## config.mk

```make
export PLATFORM = sky130hd
export DESIGN_NAME = msm_point_accumulator
export DESIGN_NICKNAME = d
export VERILOG_FILES = /design/src/rtl/elliptic_curve_structs.sv /design/src/rtl/msm_point_fifo.sv /design/src/rtl/point_add.sv /design/src/rtl/point_double.sv /design/src/rtl/msm_point_accumulator.sv
export SDC_FILE = /design/constraint.sdc
export NUM_CORES = 2
export LEC_CHECK = 0
export ABC_AREA = 0
export CAP_MARGIN = 40
export CORE_MARGIN = 1.5
export CORE_UTILIZATION = 65
export DETAILED_ROUTE_END_ITERATION = 7
export PLACE_DENSITY = 0.94
export SYNTH_ARGS = -nofsm -noshare
export SYNTH_HDL_FRONTEND = slang
export SYNTH_SLANG_ARGS = --single-unit
```

## constraint.sdc

```tcl
create_clock -name clk -period 84.4 [get_ports clk]
set_input_delay 25.32 -clock clk [delete_from_list [all_inputs] [get_ports clk]]
set_output_delay 25.32 -clock clk [all_outputs]
set_load 0.02 [all_outputs]
```

## src/rtl/elliptic_curve_structs.sv

```systemverilog
// Shared curve types and field helpers for the MSM datapath. The curve is y^2 = x^3 + 2x + 3 over GF(97).
// (0,0) is not on the curve, so it serves as the point at infinity.
package elliptic_curve_structs;

    localparam int SCALAR_WIDTH = 8;
    localparam int INV_IDX_W    = $clog2(SCALAR_WIDTH);

    localparam logic [SCALAR_WIDTH-1:0] FIELD_P = 8'd97;
    localparam logic [SCALAR_WIDTH-1:0] CURVE_A = 8'd2;
    localparam logic [SCALAR_WIDTH-1:0] INV_EXP = FIELD_P - 8'd2;

    typedef struct packed {
        logic [SCALAR_WIDTH-1:0] x;
        logic [SCALAR_WIDTH-1:0] y;
    } curve_point_t;

    localparam curve_point_t inf_point = '{x: '0, y: '0};

    typedef enum logic [2:0] {
        IDLE,
        FETCH,
        WAIT_ADD,
        WAIT_DBL,
        DONE
    } msm_acc_state_t;

    typedef enum logic [1:0] {
        OP_IDLE,
        OP_INV,
        OP_FIN
    } ec_op_state_t;

    function automatic logic point_eq(input curve_point_t a, input curve_point_t b);
        return (a.x == b.x) && (a.y == b.y);
    endfunction

    function automatic logic [SCALAR_WIDTH-1:0] mod_mul(input logic [SCALAR_WIDTH-1:0] a,
                                                        input logic [SCALAR_WIDTH-1:0] b);
        logic [2*SCALAR_WIDTH-1:0] prod;
        prod = (2*SCALAR_WIDTH)'(a) * (2*SCALAR_WIDTH)'(b);
        return SCALAR_WIDTH'(prod % (2*SCALAR_WIDTH)'(FIELD_P));
    endfunction

    function automatic logic [SCALAR_WIDTH-1:0] mod_add(input logic [SCALAR_WIDTH-1:0] a,
                                                        input logic [SCALAR_WIDTH-1:0] b);
        logic [SCALAR_WIDTH:0] s;
        s = {1'b0, a} + {1'b0, b};
        if (s >= {1'b0, FIELD_P}) begin
            s = s - {1'b0, FIELD_P};
        end
        return s[SCALAR_WIDTH-1:0];
    endfunction

    function automatic logic [SCALAR_WIDTH-1:0] mod_sub(input logic [SCALAR_WIDTH-1:0] a,
                                                        input logic [SCALAR_WIDTH-1:0] b);
        return (a >= b) ? (a - b) : (a + (FIELD_P - b));
    endfunction

endpackage

```

## src/rtl/msm_point_fifo.sv

```systemverilog
// Small input buffer of curve points so upstream multipliers can retire while an
// addition is in flight. Push when full and pop when empty are ignored.
module msm_point_fifo
    import elliptic_curve_structs::*;
#(
    parameter  int DEPTH = 4,
    localparam int AW    = $clog2(DEPTH),
    localparam int CW    = AW + 1
) (
    input  logic          clk,
    input  logic          Reset_n,
    input  logic          flush,
    input  logic          push,
    input  curve_point_t  push_data,
    input  logic          pop,
    output curve_point_t  pop_data,
    output logic          full,
    output logic          empty,
    output logic [CW-1:0] count
);

    curve_point_t  mem [DEPTH];
    logic [AW-1:0] rd_ptr;
    logic [AW-1:0] wr_ptr;
    logic          do_push;
    logic          do_pop;

    assign full     = (count == CW'(DEPTH));
    assign empty    = (count == '0);
    assign do_push  = push && !full;
    assign do_pop   = pop && !empty;
    assign pop_data = mem[rd_ptr];

    always_ff @(posedge clk or negedge Reset_n) begin
        if (!Reset_n) begin
            rd_ptr <= '0;
            wr_ptr <= '0;
            count  <= '0;
        end else if (flush) begin
            rd_ptr <= '0;
            wr_ptr <= '0;
            count  <= '0;
        end else begin
            if (do_push) begin
                wr_ptr <= wr_ptr + AW'(1);
            end
            if (do_pop) begin
                rd_ptr <= rd_ptr + AW'(1);
            end
            case ({do_push, do_pop})
                2'b10:   count <= count + CW'(1);
                2'b01:   count <= count - CW'(1);
                default: count <= count;
            endcase
        end
    end

    always_ff @(posedge clk) begin
        if (do_push) begin
            mem[wr_ptr] <= push_data;
        end
    end

endmodule

```

## src/rtl/point_add.sv

```systemverilog
// Affine point addition for distinct-x operands; the slope inverse is computed by
// Fermat exponentiation, one exponent bit per cycle. Done stays high until the next Start.
module point_add
    import elliptic_curve_structs::*;
(
    input  logic         clk,
    input  logic         Reset_n,
    input  logic         Start,
    input  curve_point_t A,
    input  curve_point_t B,
    output curve_point_t Result,
    output logic         Done
);

    ec_op_state_t            state;
    curve_point_t            a_q;
    curve_point_t            b_q;
    logic [SCALAR_WIDTH-1:0] base;
    logic [SCALAR_WIDTH-1:0] pow;
    logic [SCALAR_WIDTH-1:0] num;
    logic [SCALAR_WIDTH-1:0] sq;
    logic [SCALAR_WIDTH-1:0] step;
    logic [SCALAR_WIDTH-1:0] lambda;
    logic [SCALAR_WIDTH-1:0] x3;
    logic [SCALAR_WIDTH-1:0] y3;
    logic [INV_IDX_W-1:0]    bit_idx;

    always_comb begin
        sq     = mod_mul(pow, pow);
        step   = INV_EXP[bit_idx] ? mod_mul(sq, base) : sq;
        lambda = mod_mul(num, pow);
        x3     = mod_sub(mod_sub(mod_mul(lambda, lambda), a_q.x), b_q.x);
        y3     = mod_sub(mod_mul(lambda, mod_sub(a_q.x, x3)), a_q.y);
    end

    always_ff @(posedge clk or negedge Reset_n) begin
        if (!Reset_n) begin
            state   <= OP_IDLE;
            a_q     <= inf_point;
            b_q     <= inf_point;
            base    <= '0;
            pow     <= '0;
            num     <= '0;
            bit_idx <= '0;
            Result  <= inf_point;
            Done    <= 1'b0;
        end else begin
            case (state)
                OP_IDLE: begin
                    if (Start) begin
                        a_q     <= A;
                        b_q     <= B;
                        base    <= mod_sub(B.x, A.x);
                        num     <= mod_sub(B.y, A.y);
                        pow     <= SCALAR_WIDTH'(1);
                        bit_idx <= INV_IDX_W'(SCALAR_WIDTH - 1);
                        Done    <= 1'b0;
                        state   <= OP_INV;
                    end
                end
                OP_INV: begin
                    pow <= step;
                    if (bit_idx == '0) begin
                        state <= OP_FIN;
                    end else begin
                        bit_idx <= bit_idx - INV_IDX_W'(1);
                    end
                end
                OP_FIN: begin
                    Result <= '{x: x3, y: y3};
                    Done   <= 1'b1;
                    state  <= OP_IDLE;
                end
                default: state <= OP_IDLE;
            endcase
        end
    end

endmodule

```

## src/rtl/point_double.sv

```systemverilog
// Affine point doubling (operand y must be non-zero); same iterative inverse as point_add.
// Done stays high until the next Start.
module point_double
    import elliptic_curve_structs::*;
(
    input  logic         clk,
    input  logic         Reset_n,
    input  logic         Start,
    input  curve_point_t A,
    output curve_point_t Result,
    output logic         Done
);

    ec_op_state_t            state;
    curve_point_t            a_q;
    logic [SCALAR_WIDTH-1:0] base;
    logic [SCALAR_WIDTH-1:0] pow;
    logic [SCALAR_WIDTH-1:0] num;
    logic [SCALAR_WIDTH-1:0] sq;
    logic [SCALAR_WIDTH-1:0] step;
    logic [SCALAR_WIDTH-1:0] lambda;
    logic [SCALAR_WIDTH-1:0] x3;
    logic [SCALAR_WIDTH-1:0] y3;
    logic [INV_IDX_W-1:0]    bit_idx;

    always_comb begin
        sq     = mod_mul(pow, pow);
        step   = INV_EXP[bit_idx] ? mod_mul(sq, base) : sq;
        lambda = mod_mul(num, pow);
        x3     = mod_sub(mod_sub(mod_mul(lambda, lambda), a_q.x), a_q.x);
        y3     = mod_sub(mod_mul(lambda, mod_sub(a_q.x, x3)), a_q.y);
    end

    always_ff @(posedge clk or negedge Reset_n) begin
        if (!Reset_n) begin
            state   <= OP_IDLE;
            a_q     <= inf_point;
            base    <= '0;
            pow     <= '0;
            num     <= '0;
            bit_idx <= '0;
            Result  <= inf_point;
            Done    <= 1'b0;
        end else begin
            case (state)
                OP_IDLE: begin
                    if (Start) begin
                        a_q     <= A;
                        base    <= mod_add(A.y, A.y);
                        num     <= mod_add(mod_mul(SCALAR_WIDTH'(3), mod_mul(A.x, A.x)), CURVE_A);
                        pow     <= SCALAR_WIDTH'(1);
                        bit_idx <= INV_IDX_W'(SCALAR_WIDTH - 1);
                        Done    <= 1'b0;
                        state   <= OP_INV;
                    end
                end
                OP_INV: begin
                    pow <= step;
                    if (bit_idx == '0) begin
                        state <= OP_FIN;
                    end else begin
                        bit_idx <= bit_idx - INV_IDX_W'(1);
                    end
                end
                OP_FIN: begin
                    Result <= '{x: x3, y: y3};
                    Done   <= 1'b1;
                    state  <= OP_IDLE;
                end
                default: state <= OP_IDLE;
            endcase
        end
    end

endmodule

```

## src/rtl/msm_point_accumulator.sv

```systemverilog
// Final MSM stage: sums N streamed curve points using one shared adder and one doubler,
// resolving infinity and equal/opposite operands locally.
module msm_point_accumulator
    import elliptic_curve_structs::*;
#(
    parameter int FIFO_DEPTH  = 4,
    parameter int COUNT_WIDTH = 16
) (
    input  logic                   clk,
    input  logic                   Reset_n,
    input  logic                   Start,
    input  logic [COUNT_WIDTH-1:0] N,
    input  logic                   In_valid,
    input  curve_point_t           In_point,
    output logic                   In_ready,
    output curve_point_t           Sum,
    output logic                   Done,
    output logic                   Busy
);

    localparam int FIFO_CW = $clog2(FIFO_DEPTH) + 1;

    msm_acc_state_t         state;
    curve_point_t           acc;
    curve_point_t           op_a;
    curve_point_t           op_b;
    curve_point_t           head;
    curve_point_t           add_result;
    curve_point_t           dbl_result;
    logic [COUNT_WIDTH-1:0] n_q;
    logic [COUNT_WIDTH-1:0] accepted;
    logic [COUNT_WIDTH-1:0] consumed;
    logic                   add_start_q;
    logic                   dbl_start_q;
    logic                   add_start;
    logic                   dbl_start;
    logic                   add_done;
    logic                   dbl_done;
    logic                   fifo_full;
    logic                   fifo_empty;
    logic [FIFO_CW-1:0]     fifo_count;
    logic                   start_ok;
    logic                   push;
    logic                   pop;

    assign start_ok  = Start && ((state == IDLE) || (state == DONE));
    assign In_ready  = Busy && !fifo_full && (accepted < n_q);
    assign push      = In_valid && In_ready;
    assign pop       = (state == FETCH) && !fifo_empty;
    assign Sum       = acc;
    assign add_start = !Reset_n || add_start_q;
    assign dbl_start = !Reset_n || dbl_start_q;

    msm_point_fifo #(.DEPTH(FIFO_DEPTH)) u_fifo (
        .clk       (clk),
        .Reset_n   (Reset_n),
        .flush     (start_ok),
        .push      (push),
        .push_data (In_point),
        .pop       (pop),
        .pop_data  (head),
        .full      (fifo_full),
        .empty     (fifo_empty),
        .count     (fifo_count)
    );

    point_add u_add (
        .clk     (clk),
        .Reset_n (Reset_n),
        .Start   (add_start),
        .A       (op_a),
        .B       (op_b),
        .Result  (add_result),
        .Done    (add_done)
    );

    point_double u_dbl (
        .clk     (clk),
        .Reset_n (Reset_n),
        .Start   (dbl_start),
        .A       (op_a),
        .Result  (dbl_result),
        .Done    (dbl_done)
    );

    // Sub-module Done is ignored while our start pulse is still high, since it may be stale from the previous op.
    always_ff @(posedge clk or negedge Reset_n) begin
        if (!Reset_n) begin
            state       <= IDLE;
            acc         <= inf_point;
            op_a        <= inf_point;
            op_b        <= inf_point;
            n_q         <= '0;
            accepted    <= '0;
            consumed    <= '0;
            add_start_q <= 1'b0;
            dbl_start_q <= 1'b0;
            Done        <= 1'b0;
            Busy        <= 1'b0;
        end else begin
            add_start_q <= 1'b0;
            dbl_start_q <= 1'b0;
            if (push) begin
                accepted <= accepted + COUNT_WIDTH'(1);
            end
            case (state)
                IDLE, DONE: begin
                    if (Start) begin
                        n_q      <= N;
                        acc      <= inf_point;
                        accepted <= '0;
                        consumed <= '0;
                        if (N == '0) begin
                            state <= DONE;
                            Done  <= 1'b1;
                            Busy  <= 1'b0;
                        end else begin
                            state <= FETCH;
                            Done  <= 1'b0;
                            Busy  <= 1'b1;
                        end
                    end
                end
                FETCH: begin
                    if (pop) begin
                        consumed <= consumed + COUNT_WIDTH'(1);
                        if (head != inf_point) begin
                            if (acc == inf_point) begin
                                acc <= head;
                            end else if (point_eq(acc, head)) begin
                                op_a        <= acc;
                                dbl_start_q <= 1'b1;
                                state       <= WAIT_DBL;
                            end else if (acc.x == head.x) begin
                                acc <= inf_point;
                            end else begin
                                op_a        <= acc;
                                op_b        <= head;
                                add_start_q <= 1'b1;
                                state       <= WAIT_ADD;
                            end
                        end
                    end else if ((fifo_count == '0) && (consumed == n_q)) begin
                        state <= DONE;
                        Done  <= 1'b1;
                        Busy  <= 1'b0;
                    end
                end
                WAIT_ADD: begin
                    if (!add_start_q && add_done) begin
                        acc   <= add_result;
                        state <= FETCH;
                    end
                end
                WAIT_DBL: begin
                    if (!dbl_start_q && dbl_done) begin
                        acc   <= dbl_result;
                        state <= FETCH;
                    end
                end
                default: state <= IDLE;
            endcase
        end
    end

endmodule

```

Yosys cells after proc, flatten, opt, wreduce, memory -nomap -nowiden
Memories as Yosys holds them, arrays and structs flattened.
Index checks and enable logic that the tools add are counted.

operators by class
  add/subtract/negate cells = 41
  multipliers = 12
  divide/modulo/power cells = 12
  magnitude comparators = 15
  eq/ne operators = 34
  mux-type cells = 92
  bitwise operators = 3
  reduce and logical (&&, ||, !) cells = 55

operator list
  kind                                                    count
  2-to-1 mux 16 bit                                       14
  remainder unit 16 x 7 -> 16 bit, second input constant  11
  multiplier 8 x 8 -> 16 bit                              11
  2-to-1 mux 8 bit                                        16
  adder 8 bit                                             10
  >= comparator 8 bit                                     10
  subtractor 8 bit                                        10
  subtractor 7 x 8 -> 8 bit, first input constant         9
  case mux 16 bit (4 select lines)                        1
  2-to-1 mux 3 bit                                        15
  adder 16 x 1 -> 16 bit, second input constant           2
  logical NOT 16 bit                                      2
  case mux 16 bit (2 select lines)                        1
  case mux 8 bit (2 select lines)                         2
  2-to-1 mux 1 bit                                        25
  >= comparator 9 x 7 -> 1 bit, second input constant     2
  case mux 3 bit (2 select lines)                         3
  AND reduction 2 bit                                     9
  equality test 16 bit                                    1
  equality test 8 bit                                     2
  less-than comparator 16 bit                             1
  remainder unit 10 x 7 -> 16 bit, second input constant  1
  2-to-1 mux 2 bit                                        8
  != test 2 bit, second input constant                    8
  other kinds (37)                                        90

storage, ports and cells
  bits in registers = 242
  RAM bits = 64
  ROM bits = 16
  bits of input ports = 36
  output and inout bits = 19
  word-level logic and storage cells = 305
  memories = 3

memories
  name              words  width  read ports  clocked after memory_dff  write ports  line                  RTL
  u_fifo.mem        4      16     1           0                         1            msm_point_fifo.sv:22  curve_point_t mem [DEPTH];
  (name not given)  8      1      1           0                         0            point_double.sv:28    step = INV_EXP[bit_idx] ? mod_mul(sq, base) : sq;
  (name not given)  8      1      1           0                         0            point_add.sv:30       step = INV_EXP[bit_idx] ? mod_mul(sq, base) : sq;

Depth between registers and ports, before layout
  depth in word-level cells = 15
  gate-level depth with buffers = 231
  mapped depth without buffers = 218

Cells and area by module
Synthesis repeated with hierarchy kept, for this count alone.

unflattened totals
  cell total of the unflattened synthesis = 8,450
  area, all modules = 66,965.5 um2

by module, submodules not included
  module                 times used  cells each  area each (um2)  sequential area each (um2)
  point_double           1           4,093       30,700.7         1,551.5
  point_add              1           3,648       27,590.2         1,751.7
  msm_point_accumulator  1           559         5,763.0          2,577.5
  msm_point_fifo         1           150         2,911.5          2,097.0

Worst setup path after synthesis
Ideal clock, no wire load.

  path kind = reg-to-reg
  start point = reg u_dbl.pow[5]
  end point = reg u_dbl.Result[7] in the netlist's numbering
  setup time = 0.134 ns
  arrival = 47.055 ns
  required time = 84.266 ns
  setup slack = 37.211 ns
  cell stages (with the launch flop) = 219
  path buffers = 8
  clock period less this slack = 47.189 ns
  cells stage by stage = dfrtp_1 clkbuf_1 clkbuf_1 and2_1 fa_1 fa_1 fa_1 inv_1 fa_1 inv_1 ha_1 o21ai_1 a21bo_2 or4b_1 a31oi_1 nand2_1 a221oi_1 o31ai_1 (+183 left out) ha_1 or3_1 a21oi_1 mux2i_1 ha_1 inv_1 ha_1 fa_1 nor2b_1 o21ai_0 nand2b_1 a21o_1 a21oi_1 xnor2_1 nand2_1 o31a_1 xnor2_1 o21ai_0

between the ends
  word-level cells in the longest chain between the ends = 15
  elaborated cells on any way between the ends = 23
  classes of those cells = add/sub: 9; mul: 3; div: 3; order compare: 4; mux: 4

ends and longest elaborated chain
  item                                       line                          RTL
  start, declared                            point_double.sv:17            logic [SCALAR_WIDTH-1:0] pow;
  start signal, assigned                     point_double.sv:58            pow <= step;
  multiplier 8 x 8 -> 16 bit *               elliptic_curve_structs.sv:40  prod = (2*SCALAR_WIDTH)'(a) * (2*SCALAR_WIDTH)'(b);
  remainder unit 16 x 7 -> 16 bit *          elliptic_curve_structs.sv:41  return SCALAR_WIDTH'(prod % (2*SCALAR_WIDTH)'(FIELD_P));
  multiplier 8 x 8 -> 16 bit                 elliptic_curve_structs.sv:40
  remainder unit 16 x 7 -> 16 bit            elliptic_curve_structs.sv:41
  adder 8 bit, or another cell as far along  elliptic_curve_structs.sv:56  return (a >= b) ? (a - b) : (a + (FIELD_P - b));
  2-to-1 mux 8 bit                           elliptic_curve_structs.sv:56
  adder 8 bit, or another cell as far along  elliptic_curve_structs.sv:56
  2-to-1 mux 8 bit                           elliptic_curve_structs.sv:56
  subtractor 7 x 8 -> 8 bit                  elliptic_curve_structs.sv:56
  adder 8 bit                                elliptic_curve_structs.sv:56
  2-to-1 mux 8 bit                           elliptic_curve_structs.sv:56
  multiplier 8 x 8 -> 16 bit *               elliptic_curve_structs.sv:40
  remainder unit 16 x 7 -> 16 bit *          elliptic_curve_structs.sv:41
  adder 8 bit, or another cell as far along  elliptic_curve_structs.sv:56
  2-to-1 mux 8 bit *                         elliptic_curve_structs.sv:56
  end signal, assigned                       point_double.sv:42            Result <= inf_point;
  end signal, assigned                       point_double.sv:66            Result <= '{x: x3, y: y3};
  end, declared                              point_double.sv:10            output curve_point_t Result,

Every way passes the cells marked *; elsewhere a longest branch is shown, timed or not.
A chain may end at the register's enable or synchronous reset.

Worst setup path in the final report
  start point = reg u_dbl.pow[2]
  end point = reg u_dbl.Result[7] in the netlist's numbering

The elaborated chain is that of the path after synthesis.

==> flow_summary.json <==
{
  "seq_area_um2": 7980,
  "hpwlAfterDp_mm": 134,
  "totalWireLength_mm": 173,
  "cap_violations": 0,
  "final_common_cell": "inv_1",
  "crit_top_cell": "a21oi_1",
  "cts_tree": "built",
  "core_area_um2": 98700,
  "synth_edf_count": 64,
  "path_clk_slew_ps": 60,
  "endpoint_kind": "flip-flop",
  "tightestPinTransition_ps": 992,
  "ctsHoldBuffers": 0,
  "clock_skew_ps": 20.1,
  "cts_sinks": 306,
  "dieArea_um2": 102000,
  "path_max_fanout": 18,
  "slowest_stage": "nor4bb_1",
  "cts.path.max_buffers": 3,
  "clock_latency_ps": 540,
  "areaGrowthSynthToFinish_pct": 4.51,
  "ios": 55,
  "cts-root-buf": "clkbuf_16",
  "n_fill_cell": 7293,
  "routabilityCongestion": 0.967,
  "drc": 4,
  "first_global_vias": 61200,
  "cts_resized": 0,
  "synth_cells": 8226,
  "grt_pass1_wl_mm": 291,
  "layout_common_cells": "803 x inv_1, 778 x nand2_1, 750 x nor2_1",
  "hold_path_depth": 2,
  "syn_nets": 9277,
  "drive_gt1_share_pct": 6.85,
  "r2r_end": "u_dbl.Result[7]",
  "grt_overflow_total": 0,
  "run_status": "finished with violations",
  "synth.distinct_cells": 171,
  "reg2reg_from": "u_dbl.pow[2]",
  "synth_ff_type": "dfrtp_1",
  "reg2reg_depth": 211,
  "io_buffers": 54,
  "max_slew_margin_pct": 32.9,
  "hold_path_end": "u_add.Result[3]",
  "dr.pass1.iters": 8,
  "rsz0062_at_grt": "false",
  "antenna_found_initial": 3,
  "post_cts_buffers": 0,
  "final-setup-viol-count": 0,
  "min_period_ps": 54910,
  "drtIter0Drc": 5445,
  "die_h_um": 319,
  "initial_utilization_pct": 65.7,
  "avgSynthCellArea_um2": 7.89,
  "postRouteAntennaNets": 0,
  "final_nets": 9241,
  "cp_slowest_stage_delay_ps": 870,
  "row_count": 115,
  "hp-class": "flip-flop to flip-flop",
  "maxSlewViolCount": 0,
  "max_freq_mhz": 18.2,
  "crit_family": "compound AO/OA/AOI/OAI gates",
  "cp.arrival_ps": 55360,
  "cp_num_buf_inv": 18,
  "worst_setup_path_start_kind": "flip-flop",
  "grt_max_degree": 70,
  "ys_seq_area_share_pct": 12.3,
  "fp.dieW_um": 319,
  "via_per_inst": 6.54,
  "hold_slack_ps": 498,
  "cp_data_required_time_ps": 84850,
  "multi_input_area_um2": 53000,
  "hold_start": "u_add.Result[3]",
  "gr-usage-all-layers_pct": 33.2,
  "fin_tns_setup_ps": 0,
  "synthArstFlopShare_pct": 79.1,
  "violations": "design-rule violations",
  "crit_type": "flip-flop to flip-flop",
  "post-route-period-util_pct": 65.1,
  "vias": 62100,
  "postSynthRegisterBits": 306,
  "hold_viol": 0,
  "netlist_area_um2": 64900,
  "yosys_warnings": 0,
  "reg2reg_slack_ps": 29490,
  "htreeDepth": 2,
  "cts_buffers": 34,
  "wl_per_cell_um": 18.2
}
## worst max path at each step
| stage | depth (start not counted) | startpoint | slack, ps | end |
|---|---|---|---|---|
| floorplan | 218 | u_dbl.pow[5] | 37210 | u_dbl.Result[7] |
| global placement | 205 | u_dbl.pow[2] | 32310 | u_dbl.Result[7] |
| detailed placement | 211 | u_dbl.pow[5] | 30370 | u_dbl.Result[7] |
| CTS | 211 | u_dbl.pow[5] | 30110 | u_dbl.Result[7] |
| global route | 212 | u_dbl.pow[3] | 25080 | u_dbl.Result[7] |
| finish | 211 | u_dbl.pow[2] | 29490 | u_dbl.Result[7] |
## cell type report
class / instances / share of cell area (%)
Multi-Input combinational cell: 6922 / 78.2
Timing Repair Buffer: 111 / 1.54
Inverter: 815 / 4.51
Clock buffer: 42 / 1.34
Clock inverter: 19 / 0.299
Sequential cell: 306 / 11.8
Tap cell: 1287 / 2.37
Antenna cell: 1 / 0.00369
## stage by stage
step / worst slack, ps / utilization, % / cell area [um2] / instances
after floorplan: 37210 / - / 64900 / 8226
after global placement: 32310 / 67.3 / 66400 / 9413
after detailed placement: 30370 / 67.6 / 66700 / 9437
after CTS: 30110 / 68.7 / 67800 / 9498
after global routing: 25080 / 68.7 / 67800 / 9502
final: 29490 / 68.7 / 67800 / 9503
## synth_stat cells (21+ instances only)
master / count / share of area [%]
a31o_2: 26 / 0.35
a22oi_1: 27 / 0.31
o31ai_1: 54 / 0.62
mux2_2: 81 / 1.4
and2_1: 256 / 2.5
nor3_1: 172 / 1.3
nor2b_1: 85 / 0.82
a211oi_1: 85 / 0.98
nand2b_1: 99 / 0.95
xnor2_1: 514 / 6.9
nand3_1: 189 / 1.5
a211o_1: 21 / 0.28
a21oi_1: 445 / 3.4
dfrtp_1: 242 / 9.3
nor4_1: 53 / 0.51
and3_1: 59 / 0.57
ha_1: 634 / 12
o21ai_1: 44 / 0.34
a21o_1: 93 / 1.1
nand4_1: 59 / 0.57
edfxtp_1: 64 / 3.0
a21boi_0: 41 / 0.47
maj3_1: 26 / 0.40
nor3b_1: 30 / 0.35
xor2_1: 195 / 2.6
nand2_1: 779 / 4.5
o211ai_1: 57 / 0.66
or3_1: 66 / 0.64
fa_1: 381 / 12
nor2_1: 751 / 4.3
o21a_1: 68 / 0.79
a31oi_1: 94 / 0.91
o21ai_0: 512 / 3.9
clkbuf_1: 132 / 0.76
o21bai_1: 66 / 0.76
o22ai_1: 38 / 0.37
mux2i_1: 97 / 1.5
inv_1: 803 / 4.6
or2_2: 95 / 0.92
## per-layer routing
layer	part of all wire (%)	track usage (%)	routed length (um)	vias up
li1	-	-	-	28900
met1	40	41.4	68900	29700
met2	48	57.7	83700	2930
met3	7.4	4.18	12800	619
met4	4.3	13.8	7480	2
met5	0.0075	0	13	-
## state kept, by name, indices dropped and copies added (netlist names), 16 cells and up
register / flops
op_a: 16
Sum: 16
u_add.a_q: 16
consumed: 16
accepted: 16
u_add.Result: 16
op_b: 16
u_dbl.a_q: 16
u_dbl.Result: 16
u_fifo.mem: 64
n_q: 16
## cells by family after synthesis
kind of cell	share of synthesized area, %
AOI/OAI and AO/OA	22.1
buffers and inverters	6.07
muxes	3.61
xor gates and xnor gates	9.96
DFF	12.3
and+or+nand+nor	21.6
adders and majority gates	24.4
## worst reg2reg max path: cells and delay by family (launching register included)
kind	cells	cell delay [ps]
buffers and inverters	18	2220
XOR/XNOR	16	4230
adder cells (fa/ha/maj)	33	11990
flip-flops	1	740
multiplexers	9	2940
AO/OA/AOI/OAI	85	20670
AND/OR/NAND/NOR	50	12070
Power is not shown: default switching activity piles up to over one toggle a cycle in this logic, so the estimate is an artifact.
